### src/rtl/timer_pkg.sv
// timer_pkg: shared width and state encoding for the 9-bit countdown timer.
package timer_pkg;
    localparam int COUNT_W = 9;
    typedef enum logic [1:0] {
        IDLE  = 2'b00,
        ARMED = 2'b01,
        RUN   = 2'b10,
        DONE  = 2'b11
    } state_t;
endpackage

### src/rtl/countdown_timer_9bit.sv
// countdown_timer_9bit: loadable down-counter with terminal-count pulse,
// done level and optional auto-reload of the last loaded period.
module countdown_timer_9bit
    import timer_pkg::*;
#(
    parameter int unsigned MAX_COUNT = 511,
    parameter int unsigned RESET_VAL = 0
) (
    input  logic               clk,
    input  logic               clear_n,
    input  logic               load,
    input  logic [COUNT_W-1:0] load_val,
    input  logic               enable,
    input  logic               auto_reload,
    output logic [COUNT_W-1:0] cout,
    output logic               tc,
    output logic               busy,
    output logic               done
);
    localparam logic [COUNT_W-1:0] MAX_V = COUNT_W'(MAX_COUNT);
    localparam logic [COUNT_W-1:0] RST_V = COUNT_W'(RESET_VAL);

    state_t             state_q, state_d;
    logic [COUNT_W-1:0] cout_q, cout_d, reload_q, reload_d, v;
    logic               tc_q, tc_d, busy_q, busy_d, done_q, done_d;

    always_comb begin
        state_d  = state_q;
        cout_d   = cout_q;
        reload_d = reload_q;
        tc_d     = 1'b0;
        v        = (load_val > MAX_V) ? MAX_V : load_val;
        if (load) begin
            reload_d = v;
            cout_d   = v;
            state_d  = (v != '0) ? ARMED : IDLE;
        end else if (enable && (state_q == ARMED || state_q == RUN)) begin
            if (cout_q <= COUNT_W'(1)) begin
                // expiry: auto_reload only matters on this cycle
                tc_d    = 1'b1;
                cout_d  = auto_reload ? reload_q : '0;
                state_d = auto_reload ? RUN : DONE;
            end else begin
                cout_d  = cout_q - COUNT_W'(1);
                state_d = RUN;
            end
        end else if (!enable && state_q == RUN) begin
            state_d = ARMED;
        end
        busy_d = (state_d == ARMED) || (state_d == RUN);
        done_d = (state_d == DONE);
    end

    always_ff @(posedge clk or negedge clear_n) begin
        if (!clear_n) begin
            state_q  <= IDLE;
            cout_q   <= RST_V;
            reload_q <= RST_V;
            tc_q     <= 1'b0;
            busy_q   <= 1'b0;
            done_q   <= 1'b0;
        end else begin
            state_q  <= state_d;
            cout_q   <= cout_d;
            reload_q <= reload_d;
            tc_q     <= tc_d;
            busy_q   <= busy_d;
            done_q   <= done_d;
        end
    end

    assign cout = cout_q;
    assign tc   = tc_q;
    assign busy = busy_q;
    assign done = done_q;
endmodule

### config.mk
export PLATFORM = sky130hd
export DESIGN_NAME = countdown_timer_9bit
export DESIGN_NICKNAME = d
export VERILOG_FILES = /design/src/rtl/timer_pkg.sv /design/src/rtl/countdown_timer_9bit.sv
export SDC_FILE = /design/constraint.sdc
export NUM_CORES = 1
export LEC_CHECK = 0
export CAP_MARGIN = 20
export CORE_MARGIN = 4
export CORE_UTILIZATION = 45
export CTS_CLUSTER_DIAMETER = 120
export DETAILED_ROUTE_END_ITERATION = 6
export DONT_BUFFER_PORTS = 1
export GPL_TIMING_DRIVEN = 0
export PLACE_DENSITY_LB_ADDON = 0.2
export REMOVE_ABC_BUFFERS = 1
export SYNTH_ARGS = -nofsm -noshare
export SYNTH_HDL_FRONTEND = slang
export SYNTH_SLANG_ARGS = --single-unit
### constraint.sdc
create_clock -name clk -period 2.84 [get_ports clk]
set_clock_uncertainty 0.2 [all_clocks]
set_input_delay 0.142 -clock clk [delete_from_list [all_inputs] [get_ports clk]]
set_output_delay 0.142 -clock clk [all_outputs]
set_load 0.005 [all_outputs]
# After elaboration in Yosys (flattened, before gate mapping)

Index checks and enable logic that the tools add are counted.

Bits of input ports: 14
Output and inout port bits: 12
Register bits: 23
Word-level logic and storage cells: 35

Eq/ne operators: 5
$add $sub $neg: 1
Reductions and logical operators: 7
Mux-type cells: 14
$lt $le $gt $ge: 2

Operators by type and width:

| kind                                                                  | count |
|---|---|
| 9-bit 2-to-1 mux                                                      | 5 |
| 9-bit greater-than comparator, second input constant                  | 1 |
| 9-bit by 1-bit <= comparator with 1-bit output, second input constant | 1 |
| 9-bit nonzero test                                                    | 1 |
| 9-bit by 1-bit subtractor with 9-bit output, second input constant    | 1 |
| 2-bit == test, second input constant                                  | 3 |
| 1-bit 2-to-1 mux                                                      | 6 |
| 2-bit 2-to-1 mux                                                      | 3 |
| 2-bit by 1-bit == test with 1-bit output, second input constant       | 2 |
| 1-bit logical AND                                                     | 2 |
| 1-bit logical OR                                                      | 2 |
| 2-bit nonzero test                                                    | 1 |
| 1-bit zero test                                                       | 1 |

# Longest topological paths before layout

Gate-level depths: netlist (run 1).

Depth after elaboration: 7
Mapped depth: 8

# Worst setup path after synthesis (run 1)

OpenSTA, ideal clock, no wires.

Path kind: register to register
From: register cout_q[1] (netlist: cout[1])
To: register busy_q (netlist: busy)
Setup slack: 782 ps
Data required time: 2514 ps
Library setup time: 126 ps
Period minus slack after synthesis: 2058 ps
Cell stages (with the launch flop): 9
Buffers on the path: 1
Data arrival time: 1732 ps
Cell sequence: dfrtp_1 -> inv_1 -> ha_1 -> o21bai_1 -> and3_4 -> buf_6 -> a211oi_1 -> a31oi_1 -> ha_1

Word-level cells in the longest chain between the ends: 6
Elaborated cells between the ends (all ways): 7
Those cells by class: order compare (1); eq/ne (2); mux (3); reduce/logical (1)

RTL lines:

| element                                                                          | line                       | text |
|---|---|---|
| from (decl)                                                                      | countdown_timer_9bit.sv:24 | `logic [COUNT_W-1:0] cout_q, cout_d, reload_q, reload_d, v;` |
| from (signal assigned)                                                           | countdown_timer_9bit.sv:64 | `cout_q <= cout_d;` |
| 9-bit by 1-bit <= comparator with 1-bit output *                                 | countdown_timer_9bit.sv:38 | `if (cout_q <= COUNT_W'(1)) begin` |
| 1-bit 2-to-1 mux *                                                               | countdown_timer_9bit.sv:38 |  |
| 2-bit 2-to-1 mux *                                                               | countdown_timer_9bit.sv:37 | `end else if (enable && (state_q == ARMED \|\| state_q == RUN)) begin` |
| 2-bit 2-to-1 mux *                                                               | countdown_timer_9bit.sv:33 | `if (load) begin` |
| named net state_d[0]                                                             | countdown_timer_9bit.sv:23 | `state_t state_q, state_d;` |
| 2-bit by 1-bit == test with 1-bit output / 2-bit == test (equally long branches) | countdown_timer_9bit.sv:50 | `busy_d = (state_d == ARMED) \|\| (state_d == RUN);` |
| 1-bit logical OR *                                                               | countdown_timer_9bit.sv:50 |  |
| named net busy_d                                                                 | countdown_timer_9bit.sv:25 | `logic tc_q, tc_d, busy_q, busy_d, done_q, done_d;` |
| to (signal assigned)                                                             | countdown_timer_9bit.sv:67 | `busy_q <= busy_d;` |
| to (decl)                                                                        | countdown_timer_9bit.sv:25 |  |

Mark *: on every way through the listed nets, which the timed path passes. The rest lies on a longest branch.
A chain may end at the register's enable or synchronous reset.

# Worst setup path after layout (run 1)

Ends and elaborated chain as after synthesis.

==> results of run 1 <==
state kept, by name (all words and copies together), names as in the netlist:
| signal | cells |
|---|---|
| done | 1 |
| tc | 1 |
| state_q | 2 |
| reload_q | 9 |
| cout | 9 |
| busy | 1 |
repair_timing:
action / 4_1_cts / 5_1_grt
buffers inserted: 0 / 0
hold buffers: 13 / 1
hold endpoints to repair: 46 / 3
critical path, stage by stage (launching register included):
cell,delay (ns)
sky130_fd_sc_hd__dfrtp_1,0.48
sky130_fd_sc_hd__inv_1,0.11
sky130_fd_sc_hd__ha_1,0.19
sky130_fd_sc_hd__o21bai_1,0.23
sky130_fd_sc_hd__and3_4,0.28
sky130_fd_sc_hd__a211oi_1,0.25
sky130_fd_sc_hd__a31oi_1,0.10
sky130_fd_sc_hd__ha_1,0.32
per-stage QoR:
step	cells	power, W	hold WS [ns]
6_report	176	0.000818	0.0379
5_1_grt	176	0.000873	0.0526
4_1_cts	173	0.000811	0.0299
3_5_place_dp	156	0.000622	-0.353
3_3_place_gp	156	0.000614	-0.353
2_1_floorplan	125	0.000575	-0.354
worst paths after layout:
check                             from          end  slack (ns)  cells after the start
hold reg to reg            reload_q[1]  reload_q[1]        0.33                      1
min in group asynchronous      clear_n      cout[6]        0.46                      2
setup / recovery               cout[1]         busy        0.59                      7
max in group asynchronous      clear_n  reload_q[3]        1.58                      3
hold / removal             auto_reload   state_q[0]        0.04                      3
setup reg to reg               cout[1]         busy        0.59                      7
metal layers:
layer | global-route usage | up-vias | part of all wire | routed length [um]
met5 | 0 | - | 0 | 0
met4 | 0.0667 | 0 | 0.020 | 63
met3 | 0.0413 | 7 | 0.081 | 258
met2 | 0.281 | 38 | 0.46 | 1460
met1 | 0.248 | 501 | 0.44 | 1390
li1 | - | 509 | - | -
synth_stat cells (2+ instances only):
| cell | instances | area [um^2] |
|---|---|---|
| sky130_fd_sc_hd__a211oi_1 | 2 | 15.0 |
| sky130_fd_sc_hd__a21oi_1 | 4 | 20.0 |
| sky130_fd_sc_hd__a22oi_1 | 4 | 30.0 |
| sky130_fd_sc_hd__a31oi_1 | 4 | 25.0 |
| sky130_fd_sc_hd__clkbuf_1 | 5 | 18.8 |
| sky130_fd_sc_hd__dfrtp_1 | 23 | 576 |
| sky130_fd_sc_hd__ha_1 | 5 | 62.6 |
| sky130_fd_sc_hd__inv_1 | 6 | 22.5 |
| sky130_fd_sc_hd__mux2_2 | 6 | 67.6 |
| sky130_fd_sc_hd__mux2i_1 | 2 | 20.0 |
| sky130_fd_sc_hd__nand2_1 | 10 | 37.5 |
| sky130_fd_sc_hd__nand2b_1 | 3 | 18.8 |
| sky130_fd_sc_hd__nand3_1 | 2 | 10.0 |
| sky130_fd_sc_hd__nand4_1 | 3 | 18.8 |
| sky130_fd_sc_hd__nor2_1 | 11 | 41.3 |
| sky130_fd_sc_hd__nor2b_1 | 4 | 25.0 |
| sky130_fd_sc_hd__nor3_1 | 4 | 20.0 |
| sky130_fd_sc_hd__nor4_1 | 4 | 25.0 |
| sky130_fd_sc_hd__o21ai_0 | 3 | 15.0 |
| sky130_fd_sc_hd__o21ai_1 | 3 | 15.0 |
| sky130_fd_sc_hd__xor2_1 | 3 | 26.3 |
power by group:
part	switching [W]	total, W	internal, W
Combinational	0.000115	0.000218	0.000103
Clock	0.000104	0.000159	0.0000550
Sequential	0.0000687	0.000441	0.000372
final cells by class:
type                    count  share of cell area
repair buffers             16               0.126
multi-input cells          96               0.445
well taps                  31              0.0251
inverters                   6              0.0146
clock buffers               4              0.0170
flip-flops and latches     23               0.372
cells in the final DEF, fill, tap and decap left out, drive strengths merged, types with 2 or more instances in the layout:
cell         count
a21oi            4
inv              6
a211oi           3
xor2             3
mux2             7
dfrtp           23
nand3            2
ha               5
nor3             5
nand2           10
nor4             6
nor2            11
mux2i            2
buf              2
and3             2
nor2b            4
dlygate4sd3     14
clkbuf           4
nand2b           3
o21ai            6
a31oi            4
nand4            3
a22oi            4
cells by family (layout without fill, tap and decap cells):
| group | Yosys count | in the layout | share of synthesized area |
|---|---|---|---|
| AND/OR/NAND/NOR | 49 | 49 | 0.216 |
| multiplexers | 9 | 9 | 0.0751 |
| XOR/XNOR | 4 | 4 | 0.0266 |
| buffers and inverters | 12 | 26 | 0.0399 |
| AO/OA/AOI/OAI | 29 | 29 | 0.158 |
| flip-flops | 23 | 23 | 0.437 |
| adder cells (fa/ha/maj) | 5 | 5 | 0.0475 |
==> flow_metrics.py, run 1 <==
metrics = {
    "sta": {
        "fin_crit_ns": 2.25,
        "achievable-frequency_mhz": 444,
        "post-route-worst-setup-slack_ns": 0.590,
        "timing.final.hold_violations": 0,
        "max-slew-margin-rel": 0.564,
        "rsz0062_at_grt": "no",
        "worstMarginPinSlew_ns": 0.653,
        "timing.final.crit_share": 0.792,
        "timing.setup.tns_ns": 0,
        "final-max-slew-violation-count": 0,
        "setup_viol": 0,
    },
    "detailed_routing": {
        "detail_route.vias_per_cell": 5.99,
        "finalWirelength_um": 3170,
        "ant_nets": 0,
        "avgRoutedWirePerCell_um": 18.0,
        "remaining_drc_errors": 0,
        "initialDrtViolationCount": 49,
        "drt_pre_antenna_iters": 4,
        "dr_total_vias": 1055,
    },
    "synthesis": {
        "mappedNetlistArea_um2": 1320,
        "netlist-cell-type-count": 41,
        "synth_warnings": 0,
        "syn-mean-instance-area_um2": 10.0,
        "ys_seq_elements": 23,
        "async_flop_share": 1.00,
        "synth-edff-count": 0,
        "synth_sequential_area_ratio": 0.437,
        "synthCells": 131,
        "postSynth.topFlopCell": "sky130_fd_sc_hd__dfrtp_1",
    },
    "power": {
        "power.density_nw_per_um2": 529,
        "ir_drop_uv": 341,
        "leakage_power_of_the_design_nw": 0.639,
    },
    "final_layout": {
        "finalNetCount": 165,
        "final_area_um2": 1550,
        "area_delta_synth_final_pct": 17.5,
        "final.fill_count": 243,
        "area_of_combinational_cells_with_multiple_inputs_um2": 688,
        "area.sequential_um2": 576,
        "drive_above_1_share": 0.117,
        "antennaDiodeCount": 0,
        "layout.core_utilization": 0.556,
    },
    "clocking": {
        "clk_transition_reported_paths_ns": 0.13,
        "clockRootBuffer": "sky130_fd_sc_hd__clkbuf_4",
        "cts_made_buffers": 3,
        "cts_tree": "built",
        "tritoncts_num_sinks": 23,
        "h-tree-depth": 1,
        "cts_max_path_buffers": 2,
        "ctsResizeCount": 0,
        "clk_latency_ns": 0.32,
    },
    "global_routing": {
        "grt_antenna_before_repair": 0,
        "grt-ovfl-total": 0,
        "pin_count_of_the_biggest_net_entering_global_routing": 34,
        "grt_first_pass_wirelength_um": 5060,
        "grt_pass1_vias": 1052,
        "gr-usage-all-layers": 0.182,
    },
    "floorplanning": {
        "die-height_um": 62.1,
        "core_area_um2": 2780,
        "initial_core_util": 0.473,
        "num_rows": 19,
        "chipWidth_um": 62.1,
        "ios": 26,
        "die_footprint_um2": 3850,
    },
    "worst_hold_path": {
        "worst_min_delay_path_category": "in -> reg",
    },
    "critical_path": {
        "end_kind": "flip-flop",
        "timing.setup.critical_path_class": "reg -> reg",
        "arrival_ns": 2.27,
        "cp.required_ns": 2.86,
        "worstPathMaxFanout": 11,
        "critical_path.startpoint_type": "flip-flop",
    },
    "placement": {
        "dpl-instance-area_um2": 1330,
        "placement.setup.worst_slack_ns": 0.626,
        "gp_congestion": 0.786,
        "dp_hpwl_um": 2180,
        "io_buffer_count": 0,
    },
    "run": {
        "maxCapViolCount": 0,
    },
    "outcome": {
        "status": "completed",
    },
}
(Power assumes the default switching activity.)
==> run 2: changes to the inputs <==
- ABC_AREA: not set -> 1
- clock period: 2.84 -> 2 ns (I/O delays scaled with it)
==> run 2 against run 1 <==
Combinational power up 120%. Hold slack improved by 0.20 ns. Fmax rose by 19%. First-iteration DRC count is 51% higher. Register-to-register slack lost 0.49 ns. Sequential cell count did not move. Clock-buffer cell count unchanged. Utilization rose by 2.1 points. Non-clock buffer count grew 8. Clock power increased by 34%.
==> flow_metrics.py, run 2 <==
metrics = {
    "clocking": {
        "clockRootBuffer": "sky130_fd_sc_hd__clkbuf_4",
        "clk_latency_ns": 0.30,
        "clk_transition_reported_paths_ns": 0.12,
        "h-tree-depth": 1,
        "cts_tree": "built",
        "tritoncts_num_sinks": 23,
        "cts_made_buffers": 3,
        "cts_max_path_buffers": 2,
    },
    "global_routing": {
        "gr-usage-all-layers": 0.174,
        "grt-ovfl-total": 0,
        "grt_first_pass_wirelength_um": 5810,
        "pin_count_of_the_biggest_net_entering_global_routing": 24,
        "grt_antenna_before_repair": 0,
        "grt_pass1_vias": 1312,
    },
    "worst_hold_path": {
        "whs_path_depth": 3,
        "min-delay-start": "load",
        "worst_min_delay_path_category": "in -> reg",
    },
    "power": {
        "power.density_nw_per_um2": 755,
        "clock_power_share": 0.160,
        "swShare": 0.393,
        "leakage_power_of_the_design_nw": 0.916,
        "ir_drop_uv": 402,
        "share_comb_of_total_power": 0.356,
        "switching_power_w": 0.000521,
        "seq_power_share": 0.484,
        "power.internal_w": 0.000807,
    },
    "synthesis": {
        "syn-mean-instance-area_um2": 7.27,
        "async_flop_share": 1.00,
        "mappedNetlistArea_um2": 1450,
        "ys_seq_elements": 23,
        "postSynth.topFlopCell": "sky130_fd_sc_hd__dfrtp_1",
        "synth_warnings": 0,
        "synth.cells.most_frequent": "sky130_fd_sc_hd__nand2_1 (56), sky130_fd_sc_hd__inv_1 (25), sky130_fd_sc_hd__dfrtp_1 (23), sky130_fd_sc_hd__nor2_1 (23), sky130_fd_sc_hd__nand3_1 (16)",
        "synth_sequential_area_ratio": 0.398,
        "synth_largest_area_cell": "sky130_fd_sc_hd__dfrtp_1",
        "synthMostInstantiatedCell": "sky130_fd_sc_hd__nand2_1",
        "netlist-cell-type-count": 25,
        "synth-edff-count": 0,
        "synth_top_cells_by_area": "sky130_fd_sc_hd__dfrtp_1 (40%), sky130_fd_sc_hd__nand2_1 (15%), sky130_fd_sc_hd__inv_1 (6.5%)",
        "synth_top_area_share": 0.398,
        "synthCells": 199,
    },
    "final_layout": {
        "layout.core_utilization": 0.577,
        "antennaDiodeCount": 0,
        "final.fill_count": 296,
        "layout.cells.non_filler": 267,
        "finalNetCount": 243,
        "area.sequential_um2": 578,
        "final_cell_mix": "sky130_fd_sc_hd__nand2_1 (56), sky130_fd_sc_hd__inv_1 (24), sky130_fd_sc_hd__nor2_1 (21), sky130_fd_sc_hd__dfrtp_1 (21)",
        "drive_above_1_share": 0.166,
        "layout.cells.most_common": "sky130_fd_sc_hd__nand2_1",
        "area_of_combinational_cells_with_multiple_inputs_um2": 756,
        "area_delta_synth_final_pct": 21.7,
    },
    "run": {
        "maxCapViolCount": 0,
    },
    "sta": {
        "timing.final.hold_violations": 0,
        "setup_viol": 0,
        "final-max-slew-violation-count": 0,
        "worstMarginPinSlew_ns": 0.597,
        "achievable-frequency_mhz": 527,
        "fin_crit_ns": 1.90,
        "max-slew-margin-rel": 0.602,
        "timing.final.crit_share": 0.948,
    },
    "critical_path": {
        "worstPathMaxFanout": 5,
        "worst_path_most_repeated_cell": "sky130_fd_sc_hd__buf_4",
        "crit-reg2reg-launch": "cout[0]",
        "crit_path_cells": "ha_1 > o21bai_2 > nand2_2 > nor2_8 > buf_4 > buf_4 > nand3_1 > nand2_1 > nor2_2 > nor2_1",
        "arrival_ns": 1.91,
        "slowest_delay_ns": 0.47,
        "critical-path-top-delay-family": "flip-flops",
        "cp.required_ns": 2.01,
        "critical_path.startpoint_type": "flip-flop",
        "timing.setup.critical_path_class": "reg -> reg",
        "worst-r2r-cell-count": 10,
        "critPathSlowestCell": "sky130_fd_sc_hd__dfrtp_2",
        "cp_num_buf_inv": 2,
        "end_kind": "flip-flop",
        "critical_path_cell_count": 10,
        "setup.worst_path.start": "cout[0]",
    },
    "detailed_routing": {
        "ant_nets": 0,
        "remaining_drc_errors": 0,
        "drt_pre_antenna_iters": 4,
        "avgRoutedWirePerCell_um": 12.7,
        "initialDrtViolationCount": 74,
        "detail_route.vias_per_cell": 4.94,
        "finalWirelength_um": 3400,
        "dr_total_vias": 1320,
    },
    "floorplanning": {
        "initial_core_util": 0.474,
        "ios": 26,
        "die-height_um": 64.7,
        "die_footprint_um2": 4190,
        "num_rows": 20,
        "core_area_um2": 3050,
        "chipWidth_um": 64.7,
    },
    "placement": {
        "dp_hpwl_um": 2440,
        "gp_congestion": 0.818,
        "place.detailed.instances": 239,
        "io_buffer_count": 0,
    },
    "outcome": {
        "status": "completed",
    },
}
run 2: final timing paths:
check	end	slack, ns
setup / recovery	cout[4]	0.10
hold / removal	reload_q[2]	0.23
setup reg to reg	cout[4]	0.10
hold reg to reg	reload_q[1]	0.30
max in group asynchronous	cout[1]	0.75
min in group asynchronous	cout[3]	0.43
run 2: cell type report:
cell class / count / share of cell area
timing repair buffer: 24 / 0.132
multi-input combinational: 142 / 0.429
sequential: 23 / 0.328
tap: 44 / 0.0313
inverter: 30 / 0.0640
clock buffer: 4 / 0.0149
run 2: stage by stage:
| stage | instance area, um^2 | setup TNS (ns) | power, W | hold slack (ns) | setup WS [ns] |
|---|---|---|---|---|---|
| finish | 1760 | 0 | 0.00133 | 0.234 | 0.104 |
| global route | 1760 | -0.000204 | 0.00145 | 0.231 | -0.000204 |
| CTS | 1670 | 0 | 0.00130 | 0.228 | 0.00193 |
| global placement | 1480 | -0.0114 | 0.00104 | -0.395 | -0.0114 |
| floorplan | 1430 | 0 | 0.000957 | -0.396 | 0.188 |
| detailed placement | 1480 | -0.0338 | 0.00105 | -0.395 | -0.0338 |
run 2: cell families after synthesis:
family	Yosys count	share of synthesized area
and+or+nand+nor	112	0.370
DFF	23	0.398
buffers and inverters	34	0.0917
AOI/OAI and AO/OA	24	0.0908
xor gates and xnor gates	1	0.00606
adders and majority gates	5	0.0433
run 2: power by group through the flow:
stage	clock (W)	sequential [W]	combinational, W
after floorplan	0	0.000628	0.000329
after global placement	0	0.000649	0.000387
after detailed placement	0	0.000651	0.000395
after CTS	0.000218	0.000643	0.000444
after global routing	0.000242	0.000663	0.000543
final	0.000213	0.000643	0.000473
run 2: timing repair:
| item | in CTS | in global routing |
|---|---|---|
| pin swaps | 0 | 3 |
| hold endpoints to repair | 46 | 4 |
| hold buffers | 16 | 1 |
| resized for setup | 2 | 7 |
| buffers inserted | 0 | 6 |
| setup endpoints to repair | 1 | 3 |
run 2: tightest hold or removal path: stages:
cell,delay [ns]
sky130_fd_sc_hd__dlymetal6s4s_1,0.42
sky130_fd_sc_hd__nand2_1,0.13
sky130_fd_sc_hd__nand2_1,0.05
run 2: per-layer routing:
metal | vias up | share of wire | GRT usage
met5 | - | 0 | 0
met3 | 4 | 0.055 | 0.0347
li1 | 669 | - | -
met1 | 613 | 0.44 | 0.226
met4 | 0 | 0.0085 | 0.0449
met2 | 34 | 0.50 | 0.295
